File: config.mk
export PLATFORM = sky130hd
export DESIGN_NAME = gmii_demux
export DESIGN_NICKNAME = d
export VERILOG_FILES = /design/src/rtl/gmii_demux.sv
export SDC_FILE = /design/constraint.sdc
export NUM_CORES = 1
export LEC_CHECK = 0
export BUFFER_PORTS_ARGS = -buffer_cell sky130_fd_sc_hd__buf_2
export CORE_UTILIZATION = 43
export DETAILED_ROUTE_END_ITERATION = 8
export MAX_ROUTING_LAYER = met4
export PLACE_DENSITY = 0.86
export REMOVE_ABC_BUFFERS = 1
export SLEW_MARGIN = 10
export SYNTH_ARGS = -nofsm -noshare
export SYNTH_HDL_FRONTEND = slang
export SYNTH_SLANG_ARGS = --single-unit
File: constraint.sdc
create_clock -name gtx_clk -period 1.7 [get_ports gtx_clk]
set_clock_uncertainty 0.15 [all_clocks]
set_input_delay 0.17 -clock gtx_clk [delete_from_list [all_inputs] [get_ports gtx_clk]]
set_output_delay 0.17 -clock gtx_clk [all_outputs]
set_load 0.05 [all_outputs]
File: src/rtl/gmii_demux.sv
// GMII receive demultiplexer: forwards whole frames to one of three outputs chosen at frame start.
// Define GMII_DEMUX_FRAME_CNT_EN to build the per-port frame and drop counters.
module gmii_demux #(
  parameter int unsigned C_CNT_WIDTH = 32
) (
  input  logic                   gtx_clk,
  input  logic                   gtx_resetn,
  input  logic [7:0]             gmii_in_rxd,
  input  logic                   gmii_in_rx_dv,
  input  logic                   gmii_in_rx_er,
  input  logic [7:0]             select,
  output logic [7:0]             gmii_out_0_rxd,
  output logic                   gmii_out_0_rx_dv,
  output logic                   gmii_out_0_rx_er,
  output logic [7:0]             gmii_out_1_rxd,
  output logic                   gmii_out_1_rx_dv,
  output logic                   gmii_out_1_rx_er,
  output logic [7:0]             gmii_out_2_rxd,
  output logic                   gmii_out_2_rx_dv,
  output logic                   gmii_out_2_rx_er,
  output logic [C_CNT_WIDTH-1:0] frame_cnt_0,
  output logic [C_CNT_WIDTH-1:0] frame_cnt_1,
  output logic [C_CNT_WIDTH-1:0] frame_cnt_2,
  output logic [C_CNT_WIDTH-1:0] drop_cnt
);

  typedef enum logic {IDLE, FRAME} state_t;

  logic [7:0] rxd_r;
  logic       dv_r;
  logic       er_r;
  logic [7:0] select_r;
  logic       s1_valid;

  state_t     state;
  logic [7:0] act_q;
  logic       wait_q;
  logic [7:0] eff_port;
  logic       frame_start;
  logic [2:0] port_hit;

  always_ff @(posedge gtx_clk) begin
    if (!gtx_resetn) begin
      rxd_r    <= '0;
      dv_r     <= 1'b0;
      er_r     <= 1'b0;
      select_r <= '0;
      s1_valid <= 1'b0;
    end else begin
      rxd_r    <= gmii_in_rxd;
      dv_r     <= gmii_in_rx_dv;
      er_r     <= gmii_in_rx_er;
      select_r <= select;
      s1_valid <= 1'b1;
    end
  end

  always_comb begin
    eff_port = select_r;
    if (state == FRAME) eff_port = act_q;
  end

  assign frame_start = (state == IDLE) && dv_r && !wait_q;

  // wait_q blocks forwarding after reset until a genuinely sampled dv_r = 0
  // is seen, so the tail of a frame cut by reset is never forwarded.
  always_ff @(posedge gtx_clk) begin
    if (!gtx_resetn) begin
      state  <= IDLE;
      act_q  <= '0;
      wait_q <= 1'b1;
    end else begin
      if (wait_q && s1_valid && !dv_r) wait_q <= 1'b0;
      case (state)
        IDLE: begin
          if (frame_start) begin
            state <= FRAME;
            act_q <= select_r;
          end
        end
        FRAME: begin
          if (!dv_r) state <= IDLE;
        end
        default: state <= IDLE;
      endcase
    end
  end

  always_comb begin
    port_hit = '0;
    for (int unsigned i = 0; i < 3; i++) begin
      port_hit[i] = !wait_q && (eff_port == 8'(i));
    end
  end

  always_ff @(posedge gtx_clk) begin
    if (!gtx_resetn) begin
      gmii_out_0_rxd   <= '0;
      gmii_out_0_rx_dv <= 1'b0;
      gmii_out_0_rx_er <= 1'b0;
      gmii_out_1_rxd   <= '0;
      gmii_out_1_rx_dv <= 1'b0;
      gmii_out_1_rx_er <= 1'b0;
      gmii_out_2_rxd   <= '0;
      gmii_out_2_rx_dv <= 1'b0;
      gmii_out_2_rx_er <= 1'b0;
    end else begin
      gmii_out_0_rxd   <= port_hit[0] ? rxd_r : '0;
      gmii_out_0_rx_dv <= port_hit[0] && dv_r;
      gmii_out_0_rx_er <= port_hit[0] && er_r;
      gmii_out_1_rxd   <= port_hit[1] ? rxd_r : '0;
      gmii_out_1_rx_dv <= port_hit[1] && dv_r;
      gmii_out_1_rx_er <= port_hit[1] && er_r;
      gmii_out_2_rxd   <= port_hit[2] ? rxd_r : '0;
      gmii_out_2_rx_dv <= port_hit[2] && dv_r;
      gmii_out_2_rx_er <= port_hit[2] && er_r;
    end
  end

`ifdef GMII_DEMUX_FRAME_CNT_EN
  logic [C_CNT_WIDTH-1:0] cnt_0_q;
  logic [C_CNT_WIDTH-1:0] cnt_1_q;
  logic [C_CNT_WIDTH-1:0] cnt_2_q;
  logic [C_CNT_WIDTH-1:0] drop_q;

  always_ff @(posedge gtx_clk) begin
    if (!gtx_resetn) begin
      cnt_0_q <= '0;
      cnt_1_q <= '0;
      cnt_2_q <= '0;
      drop_q  <= '0;
    end else if (frame_start) begin
      case (select_r)
        8'd0:    cnt_0_q <= cnt_0_q + C_CNT_WIDTH'(1);
        8'd1:    cnt_1_q <= cnt_1_q + C_CNT_WIDTH'(1);
        8'd2:    cnt_2_q <= cnt_2_q + C_CNT_WIDTH'(1);
        default: drop_q  <= drop_q + C_CNT_WIDTH'(1);
      endcase
    end
  end

  assign frame_cnt_0 = cnt_0_q;
  assign frame_cnt_1 = cnt_1_q;
  assign frame_cnt_2 = cnt_2_q;
  assign drop_cnt    = drop_q;
`else
  assign frame_cnt_0 = '0;
  assign frame_cnt_1 = '0;
  assign frame_cnt_2 = '0;
  assign drop_cnt    = '0;
`endif

endmodule

-- After elaboration in Yosys (flattened, before gate mapping)
Index checks and enable logic that the tools add are counted.
- word-level logic and storage cells: 45
- memory bits (read-only): 0
- output and inout port bits: 158
- flip-flop bits (word level): 59
- bits in writable memories: 0
- memories: 0
- latch bits: 0
- input bits: 20
- shift operators: 0
- reductions and logical operators: 20
- bitwise operators: 1
- multiply operators: 0
- magnitude comparators: 0
- div/mod/pow operators: 0
- muxes and demuxes: 5
- $add $sub $neg: 0
- equality and inequality tests: 2
- operator list (cell ; number):
    $logic_and 1x1->1 ; 13
    $eq 8x1->1 const B ; 1
    $eq 8x2->1 const B ; 1
    $logic_not 8->1 ; 1
    $mux 8 ; 1
    $reduce_and 2->1 ; 4
    $mux 1 ; 3
    $logic_not 1->1 ; 2
    $pmux 1 s2 ; 1
    $not 1->1 ; 1

-- Longest topological paths before layout
Gate-level depths: netlist of run 1.
- word-level depth: 5
- gate-level depth with buffers: 5
- mapped depth without buffers: 3

-- Worst setup path after synthesis of run 1
No wires, ideal clock.
- path kind: register to register
- from: register act_q[5]
- to: register gmii_out_1_rxd[0]
- buffers on the path: 1
- cell stages (with the launch flop): 5
- data arrival time: 1.328 ns
- library setup time: 0.081 ns
- setup slack: 0.140 ns
- cells stage by stage: dfxtp_1 or4b_1 o22a_2 buf_6 nor3_1
- cells in the longest elaborated chain, start to end: 4
- RTL lines (item ; RTL line ; source):
    start: declaration ; 36 ; logic [7:0] act_q;
    start signal: assignment ; 78 ; act_q <= select_r;
    $mux 8 ; 60 ; if (state == FRAME) eff_port = act_q;
    $eq 8x1->1 ; 92 ; port_hit[i] = !wait_q && (eff_port == 8'(i));
    $logic_and 1x1->1 ; 92 ;
    $reduce_and 2->1 (no source line) ; -- ;
    end signal: assignment ; 111 ; gmii_out_1_rxd <= port_hit[1] ? rxd_r : '0;
    end: declaration ; 15 ; output logic [7:0] gmii_out_1_rxd,
Every way passes these cells.
A chain may end at the register's enable or synchronous reset.

-- Worst setup path after layout of run 1
- from: register select_r[5]
- to: register gmii_out_2_rxd[4]
- cells in the longest elaborated chain, start to end: 4
- RTL lines (item ; RTL line ; source):
    start: declaration ; 32 ; logic [7:0] select_r;
    start signal: assignment ; 53 ; select_r <= select;
    $mux 8 ; 60 ;
    $eq 8x2->1 ; 92 ;
    $logic_and 1x1->1 ; 92 ;
    $reduce_and 2->1 (no source line) ; -- ;
    end signal: assignment ; 114 ; gmii_out_2_rxd <= port_hit[2] ? rxd_r : '0;
    end: declaration ; 18 ; output logic [7:0] gmii_out_2_rxd,
Every way passes these cells.

==> results.toml, run 1 <==
[place]
place_congestion = 0.729
dp_slack_ns = -0.0811
dp_hpwl_um = 3050
portBuffers = 49

[global_route]
track_usage_pct = 14.6
overflow = 0
antenna_found_initial = 0
grt_first_pass_wirelength_um = 7530
grt_max_degree = 30
grt_pass1_vias = 1558

[final_layout]
antennaDiodeCount = 0
utilization_pct = 48.5
fin_nets = 390
drive_gt1_share_pct = 21.9
area_delta_synth_final_pct = 9.52
multi_input_area_sq_um = 1140
seq_area_sq_um = 1180
fillers = 550

[logic_synthesis]
ys.flop_type = "dfxtp_1"
synth_fa_ha_area_share_pct = 0
yosys-top-cells-count = "buf_4 (130), dfxtp_1 (59), nor3_1 (31)"
synthCells = 292
yosys_warnings = 0
syn_area_sq_um = 2810
yosysUniqueCellTypes = 22
synth-xor-area-share_pct = 0
yosysTopAreaCell = "dfxtp_1"
synthMuxAreaShare_pct = 2.85
synth_edf_count = 0
synthSimpleGateAreaFrac_pct = 14.0
async_flop_share_pct = 0
ys_seq_area_share_pct = 42.0
syn_avg_cell_area_sq_um = 9.64
synth_top_area_share_pct = 42.0
synth.area.top_cells = "dfxtp_1 (42%), buf_4 (35%), nor3_1 (5.5%)"
synth_seq_cells = 59
synth-compound-area-share_pct = 4.05
post-synth-top-count-cell = "buf_4"
synth_top_family_by_area = "buffers and inverters"

[pwr]
powerDensity_nw_per_um2 = 1070
power_w = 0.00329
leakage_nw = 1.47
ir_drop_uv = 749

[route]
dr_total_vias = 1853
drtIter0Drc = 96
antenna_left = 0
drt-wirelength-per-cell_um = 10.8
viasPerCell = 4.10
drc = 0
firstDrtPassIters = 4
wirelength_um = 4890

[floorplan]
die-height_um = 82.9
fp-row-count = 29
die_w_um = 82.9
die_area_sq_um = 6870
core_sq_um = 6350
start_util_pct = 44.3
io_pins = 178

[setup_path]
cp-start-kind = "flip-flop"
arrival_ns = 1.76
critPathKind = "flip-flop to flip-flop"
required_ns = 1.80
endpoint_kind = "flip-flop"
cp_max_fo = 7
ff2ff_path_depth = 3
crit_start = "select_r[5]$_SDFF_PN0_"
crit_end = "gmii_out_2_rxd[4]$_SDFF_PN0_"
rrSetupSlack_ns = 0.04
r2r-start = "select_r[5]$_SDFF_PN0_"
r2r-end = "gmii_out_2_rxd[4]$_SDFF_PN0_"

[timing]
fmax_mhz = 601
fin_crit_ns = 1.66
worst_slew_pin_slew_ns = 0.601
max_slew_margin_pct = 59.8
hold_violations = 0
setup_viol = 0
fin_ws_ns = 0.0358
rsz0062_at_grt = "yes"
drv_slew = 0
min_period_over_period_pct = 97.9

[min_path]
hp-class = "input pin to flip-flop"

[clocking]
cts_tree = "done"
clock-sinks = 59
htree_levels = 3
clock_path_buffers = 2
root_buffer = "clkbuf_8"
clkTransAtPathRegs_ns = 0.07
insertion_delay_ns = 0.33
numCtsBuffers = 9

[status]
outcome = "finished, final reports clean"

[job]
max_cap_viol_count = 0
==> report_power, final <==
group | total (W) | switching, W | internal (W)
Sequential | 0.00143 | 0.0000207 | 0.00141
Clock | 0.00103 | 0.000514 | 0.000520
Combinational | 0.000822 | 0.000723 | 0.0000996
Total | 0.00329 | 0.00126 | 0.00203
==> per-layer routing <==
| layer | global-route usage (%) | share of wire, % |
|---|---|---|
| met1 | 15.0 | 36 |
| met2 | 24.9 | 52 |
| met3 | 3.78 | 11 |
| met4 | 9.25 | 1.6 |
| met5 | - | 0 |
==> registers in the layout (all words and copies together) (netlist names), 8 cells and up <==
register,count
act_q,8
gmii_out_0_rxd,8
gmii_out_1_rxd,8
gmii_out_2_rxd,8
rxd_r,8
select_r,8
==> cells by family after synthesis <==
group / Yosys count
other: 1
DFF: 59
and+or+nand+nor: 67
AOI/OAI and AO/OA: 16
buffers and inverters: 141
muxes: 8
==> final cells by class <==
| type | count | share of cell area, % |
|---|---|---|
| clock inverter | 5 | 0.974 |
| inverter | 4 | 0.487 |
| timing repair buffer | 75 | 15.8 |
| sequential | 59 | 38.4 |
| tap | 77 | 3.13 |
| multi-input combinational | 221 | 37.0 |
| clock buffer | 11 | 4.26 |
==> layout by cell type, fill, tap and decap left out, drive strengths merged, types with 2 or more instances in the layout <==
master,instances
a31oi,3
and2,18
buf,57
clkbuf,11
clkinv,3
clkinvlp,2
conb,128
dfxtp,59
dlygate4sd3,18
inv,4
mux2i,8
nand2,2
nor2b,9
nor3,32
nor3b,4
o211ai,10
o22a,3
==> worst min-delay path by stage <==
stage | slack (ns) | start | depth (start not counted) | endpoint
floorplan | 0.05 | gtx_resetn | 0 | s1_valid$_DFF_P_
global placement | 0.23 | select[4] | 2 | select_r[4]$_SDFF_PN0_
detailed placement | 0.23 | select[0] | 2 | select_r[0]$_SDFF_PN0_
CTS | 0.07 | gtx_resetn | 2 | s1_valid$_DFF_P_
global route | 0.08 | gtx_resetn | 2 | s1_valid$_DFF_P_
finish | 0.08 | gtx_resetn | 2 | s1_valid$_DFF_P_
==> timing repair <==
item / in CTS / in global routing
endpoints found under the hold margin: 18 / 0
pin swaps: 0 / 1
gates cloned: 2 / 0
setup buffers: 0 / 2
gates resized for setup: 8 / 2
hold buffers: 18 / 0
endpoints found under the setup margin: 30 / 29
==> worst max-delay path, stage by stage, from the launching register on <==
cell     delay (ns)
dfxtp_1        0.32
or4_4          0.58
o22a_2         0.31
nor3_1         0.21
==> stage by stage <==
step           hold WS, ns  instance area, sq um  TNS (ns)  instances
6_report            0.0784                  3080         0        452
5_1_grt             0.0840                  3080   -0.0891        452
4_1_cts             0.0708                  3060         0        450
3_5_place_dp         0.230                  2650     -1.20        414
3_3_place_gp         0.232                  2650   -0.0564        414
2_1_floorplan       0.0477                  2260     -1.88        282
(Power assumes the default switching activity.)
==> run 2, diff against run 1 <==
--- a/config.mk
+++ b/config.mk
@@ -6,11 +6,13 @@
 export NUM_CORES = 1
 export LEC_CHECK = 0
 export BUFFER_PORTS_ARGS = -buffer_cell sky130_fd_sc_hd__buf_2
-export CORE_UTILIZATION = 43
+export CORE_UTILIZATION = 44
+export CTS_BUF_LIST = sky130_fd_sc_hd__clkbuf_4
 export DETAILED_ROUTE_END_ITERATION = 8
 export MAX_ROUTING_LAYER = met4
-export PLACE_DENSITY = 0.86
+export PLACE_DENSITY = 0.87
 export REMOVE_ABC_BUFFERS = 1
+export SETUP_SLACK_MARGIN = 0.1
 export SLEW_MARGIN = 10
 export SYNTH_ARGS = -nofsm -noshare
 export SYNTH_HDL_FRONTEND = slang
==> constraint.sdc (replaced) <==
create_clock -name gtx_clk -period 1.7 [get_ports gtx_clk]
set_clock_uncertainty 0.15 [all_clocks]
set_input_delay 0.34 -clock gtx_clk [delete_from_list [all_inputs] [get_ports gtx_clk]]
set_output_delay 0.34 -clock gtx_clk [all_outputs]
set_load 0.05 [all_outputs]
==> run 2 against run 1 <==
Compared with the run above:
- cell count up 0.88%
- sequential power about the same
- total power up 0.30%
- register-to-register slack about the same
- flip-flop and latch count unchanged
- critical path depth unchanged
==> results.toml, run 2 (same netlist as run 1, synthesis figures left out) <==
[status]
outcome = "finished, final reports clean"

[global_route]
overflow = 0
grt_first_pass_wirelength_um = 6940
antenna_found_initial = 0
track_usage_pct = 14.7
grt_max_degree = 30
grt_pass1_vias = 1532

[clocking]
htree_levels = 3
clock_path_buffers = 2
clock-sinks = 59
cts_tree = "done"
clkTransAtPathRegs_ns = 0.10
insertion_delay_ns = 0.41
root_buffer = "clkbuf_4"
numCtsBuffers = 9

[route]
drtIter0Drc = 92
wirelength_um = 5370
antenna_left = 0
firstDrtPassIters = 4
viasPerCell = 4.16
dr_total_vias = 1895
drc = 0
drt-wirelength-per-cell_um = 11.8

[final_layout]
fillers = 493
final_common_cell = "conb_1"
antennaDiodeCount = 0
final_cells = 456
area_delta_synth_final_pct = 16.8
drive_gt1_share_pct = 30.4
design_area_sq_um = 3290
fin_nets = 396
final_cell_mix = "conb_1 (128), dfxtp_1 (57), buf_2 (49)"

[setup_path]
critPathKind = "flip-flop to flip-flop"
cp_max_fo = 7
path_cells = "or4b_4 -> o22a_4 -> nor3_2"
required_ns = 1.88
cp-start-kind = "flip-flop"
slowest_delay_ns = 0.54
endpoint_kind = "flip-flop"
cp_slowest_cell = "or4b_4"
arrival_ns = 1.86

[place]
place_congestion = 0.855
place_area_sq_um = 2660
dp.cells = 414
dp_hpwl_um = 3220
portBuffers = 49

[timing]
max_slew_margin_pct = 62.0
min_period_over_period_pct = 98.3
fin_crit_ns = 1.67
worst_slew_pin_slew_ns = 0.568
rsz0062_at_grt = "yes"
setup_viol = 0
fmax_mhz = 598
setup_tns_ns = 0
drv_slew = 0
hold_violations = 0

[pwr]
powerDensity_nw_per_um2 = 1000
leakage_nw = 1.54
ir_drop_uv = 705

[floorplan]
die_area_sq_um = 6720
die_w_um = 82.0
start_util_pct = 46.4
io_pins = 178
fp-row-count = 28
core_sq_um = 6060
die-height_um = 82.0

[job]
max_cap_viol_count = 0

[min_path]
hp-class = "input pin to flip-flop"
==> run 2: changes by cell type in the layout (fill, tap and decap cells not counted), moves of 3 or more <==
cell	delta
nor3_2	+20
nor3_4	+5
clkbuf_4	+10
buf_4	+3
clkbuf_8	-9
nor3_1	-25
==> run 2: critical path, delay by kind of cell (launching register included) <==
| family | cells | cell delay, ns |
|---|---|---|
| AO/OA/AOI/OAI | 1 | 0.31 |
| AND/OR/NAND/NOR | 2 | 0.75 |
| flip-flops | 1 | 0.39 |
==> run 2: path summary, 6_finish.rpt <==
check | from | end | slack, ns | cells after the start
max | state$_SDFF_PN0_ | gmii_out_0_rxd[6]$_SDFF_PN0_ | 0.03 | 3
min | gtx_resetn | s1_valid$_DFF_P_ | 0.17 | 2
max reg2reg | state$_SDFF_PN0_ | gmii_out_0_rxd[6]$_SDFF_PN0_ | 0.03 | 3
min reg2reg | s1_valid$_DFF_P_ | wait_q$_SDFFE_PN1P_ | 0.35 | 3
==> run 2: per-stage QoR <==
stage	utilization (%)	setup slack (ns)	hold WS [ns]	total power, W
finish	54.2	0.0281	0.170	0.00330
global route	54.2	-0.0332	0.164	0.00342
CTS	51.0	0.0411	0.00188	0.00326
detailed placement	44.0	-0.0968	0.333	0.00222
global placement	44.0	-0.0277	0.315	0.00222
floorplan	-	-0.197	0.218	0.00215
==> run 2: repair_timing <==
action | 4_1_cts | 5_1_grt
endpoints found under the setup margin | 30 | 30
hold buffers | 17 | 1
hold endpoints to repair | 17 | 1
pin swaps | 7 | 28
cloned | 2 | 1
buffers inserted | 2 | 3
gates resized for setup | 16 | 29
==> run 2: layer usage <==
metal  global-route usage, %  wire, um  up-vias
li1                        -         -      873
met1                    14.3      1950      892
met2                    25.1      2890      121
met3                    5.33       445        9
met4                    8.60        80        0
met5                       -         0        -
==> run 2: where the power goes <==
part	switching, W	internal [W]	total (W)
Combinational	0.000757	0.000118	0.000875
Sequential	0.0000223	0.00141	0.00143
Clock	0.000524	0.000467	0.000991
Total	0.00130	0.00200	0.00330
==> run 2: area by class of cell <==
type                            instances  area [sq um]  share of cell area (%)
Timing Repair Buffer                   80           531                    16.1
Inverter                                4          15.0                   0.457
Sequential cell                        59          1180                    36.0
Tap cell                               75          93.8                    2.86
Clock buffer                           10          75.1                    2.28
Clock inverter                          6          65.1                    1.98
Multi-Input combinational cell        222          1320                    40.3
==> run 3, diff against run 2 <==
--- a/config.mk
+++ b/config.mk
@@ -9,6 +9,7 @@
 export CORE_UTILIZATION = 44
 export CTS_BUF_LIST = sky130_fd_sc_hd__clkbuf_4
 export DETAILED_ROUTE_END_ITERATION = 8
+export GPL_TIMING_DRIVEN = 0
 export MAX_ROUTING_LAYER = met4
 export PLACE_DENSITY = 0.87
 export REMOVE_ABC_BUFFERS = 1
==> run 3 against run 2 <==
Compared with the run above:
- worst setup slack got worse by 0.082 ns
- critical path depth up 1
- largest cell class unchanged
- clock power rose by 10%
- the run now ends with setup timing left
- combinational power hardly changed
==> results.toml, run 3 (same netlist as run 1, synthesis figures left out) <==
[min_path]
hold_depth = 2
hp-class = "input pin to flip-flop"

[floorplan]
die-height_um = 82.0
io_pins = 178
start_util_pct = 46.4
core_sq_um = 6060
die_area_sq_um = 6720
die_w_um = 82.0
fp-row-count = 28

[setup_path]
cp-start-kind = "flip-flop"
crit_family = "simple AND/OR/NAND/NOR gates"
ff2ff_path_depth = 4
path_depth = 4
path_cells = "buf_12 -> or4b_4 -> o22a_4 -> nor3_2"
endpoint_kind = "flip-flop"
cp_slowest_cell = "or4b_4"
critPathKind = "flip-flop to flip-flop"
required_ns = 1.87
crit_buf_inv = 1
cp_max_fo = 8
slowest_delay_ns = 0.52
arrival_ns = 1.93

[route]
drt-wirelength-per-cell_um = 12.2
antenna_left = 0
firstDrtPassIters = 4
drc = 0
drtIter0Drc = 59
wl_met2_um = 3100
top_layer = "met4"
wirelength_met1_um = 1910
dr_total_vias = 1861
dr_wl_met3_um = 339
wirelength_um = 5450
viasPerCell = 4.15

[timing]
hold_violations = 0
drv_slew = 0
min_period_over_period_pct = 103
worst_slew_pin_slew_ns = 0.604
fmax_mhz = 570
rsz0062_at_grt = "yes"
max_slew_margin_pct = 59.7
setup_tns_ns = -0.142
fin_ws_ns = -0.0541
fin_crit_ns = 1.75
setup_viol = 10

[final_layout]
fillers = 488
multi_input_area_sq_um = 1390
antennaDiodeCount = 0
fin_nets = 388
final_cells = 448
final_cell_mix = "conb_1 (128), dfxtp_1 (58), buf_2 (49)"
area_delta_synth_final_pct = 18.3
final_common_cell = "conb_1"
seq_area_sq_um = 1180
drive_gt1_share_pct = 31.9

[status]
outcome = "complete, but fails checks"
violations = "setup timing"

[clocking]
clkTransAtPathRegs_ns = 0.10
htree_levels = 3
cts_tree = "done"
root_buffer = "clkbuf_4"
clock-sinks = 59
clock_path_buffers = 2
insertion_delay_ns = 0.39
numCtsBuffers = 9

[global_route]
grt_pass1_vias = 1276
overflow = 0
grt_first_pass_wirelength_um = 5910
track_usage_pct = 12.6
antenna_found_initial = 0
grt_max_degree = 31

[place]
dp.cells = 406
portBuffers = 49
place_congestion = 0.716
dp_hpwl_um = 3030

[job]
max_cap_viol_count = 0

[pwr]
leakage_nw = 1.53
powerDensity_nw_per_um2 = 1020
ir_drop_uv = 719
run 3: metal layers:
layer	global-route usage, %	vias up
met5	-	-
met4	8.07	0
met3	3.33	11
met2	21.3	106
met1	12.9	884
li1	-	860
run 3: what timing repair did:
| action | CTS | global route |
|---|---|---|
| endpoints found under the hold margin | 11 | 1 |
| gates resized for setup | 6 | 50 |
| pin swaps | 0 | 30 |
| hold buffers | 11 | 1 |
| gates cloned | 0 | 3 |
| setup endpoints to repair | 38 | 38 |
| setup buffers | 0 | 11 |
run 3: final cells by class:
class                           count  area share [%]
Clock inverter                      6            2.41
Clock buffer                       10            2.25
Sequential cell                    59            35.6
Inverter                            4           0.451
Timing Repair Buffer               72            14.8
Tap cell                           75            2.82
Multi-Input combinational cell    222            41.7
run 3: path summary, 6_finish.rpt:
path / to / slack, ns / startpoint
worst max register to register: gmii_out_0_rxd[4]$_SDFF_PN0_ / -0.05 / state$_SDFF_PN0_
worst min register to register: state$_SDFF_PN0_ / 0.32 / dv_r$_SDFF_PN0_
worst min-delay path: rxd_r[5]$_SDFF_PN0_ / 0.01 / gmii_in_rxd[5]
worst max-delay path: gmii_out_0_rxd[4]$_SDFF_PN0_ / -0.05 / state$_SDFF_PN0_
run 3: per-stage QoR:
stage	setup WS, ns	hold WS (ns)	area (sq um)	power (W)	utilization (%)
after CTS	-0.0430	0.00412	2900	0.00330	47.8
after floorplan	-0.197	0.218	2260	0.00215	-
after detailed placement	-0.460	0.314	2610	0.00221	43.0
after global placement	-0.476	0.303	2600	0.00220	43.0
after global routing	-0.103	0.00313	3330	0.00352	54.9
final	-0.0541	0.0112	3330	0.00339	54.9
run 3: report_power, final:
group          switching [W]  internal (W)
sequential         0.0000229       0.00141
combinational       0.000762      0.000111
clock               0.000485      0.000601
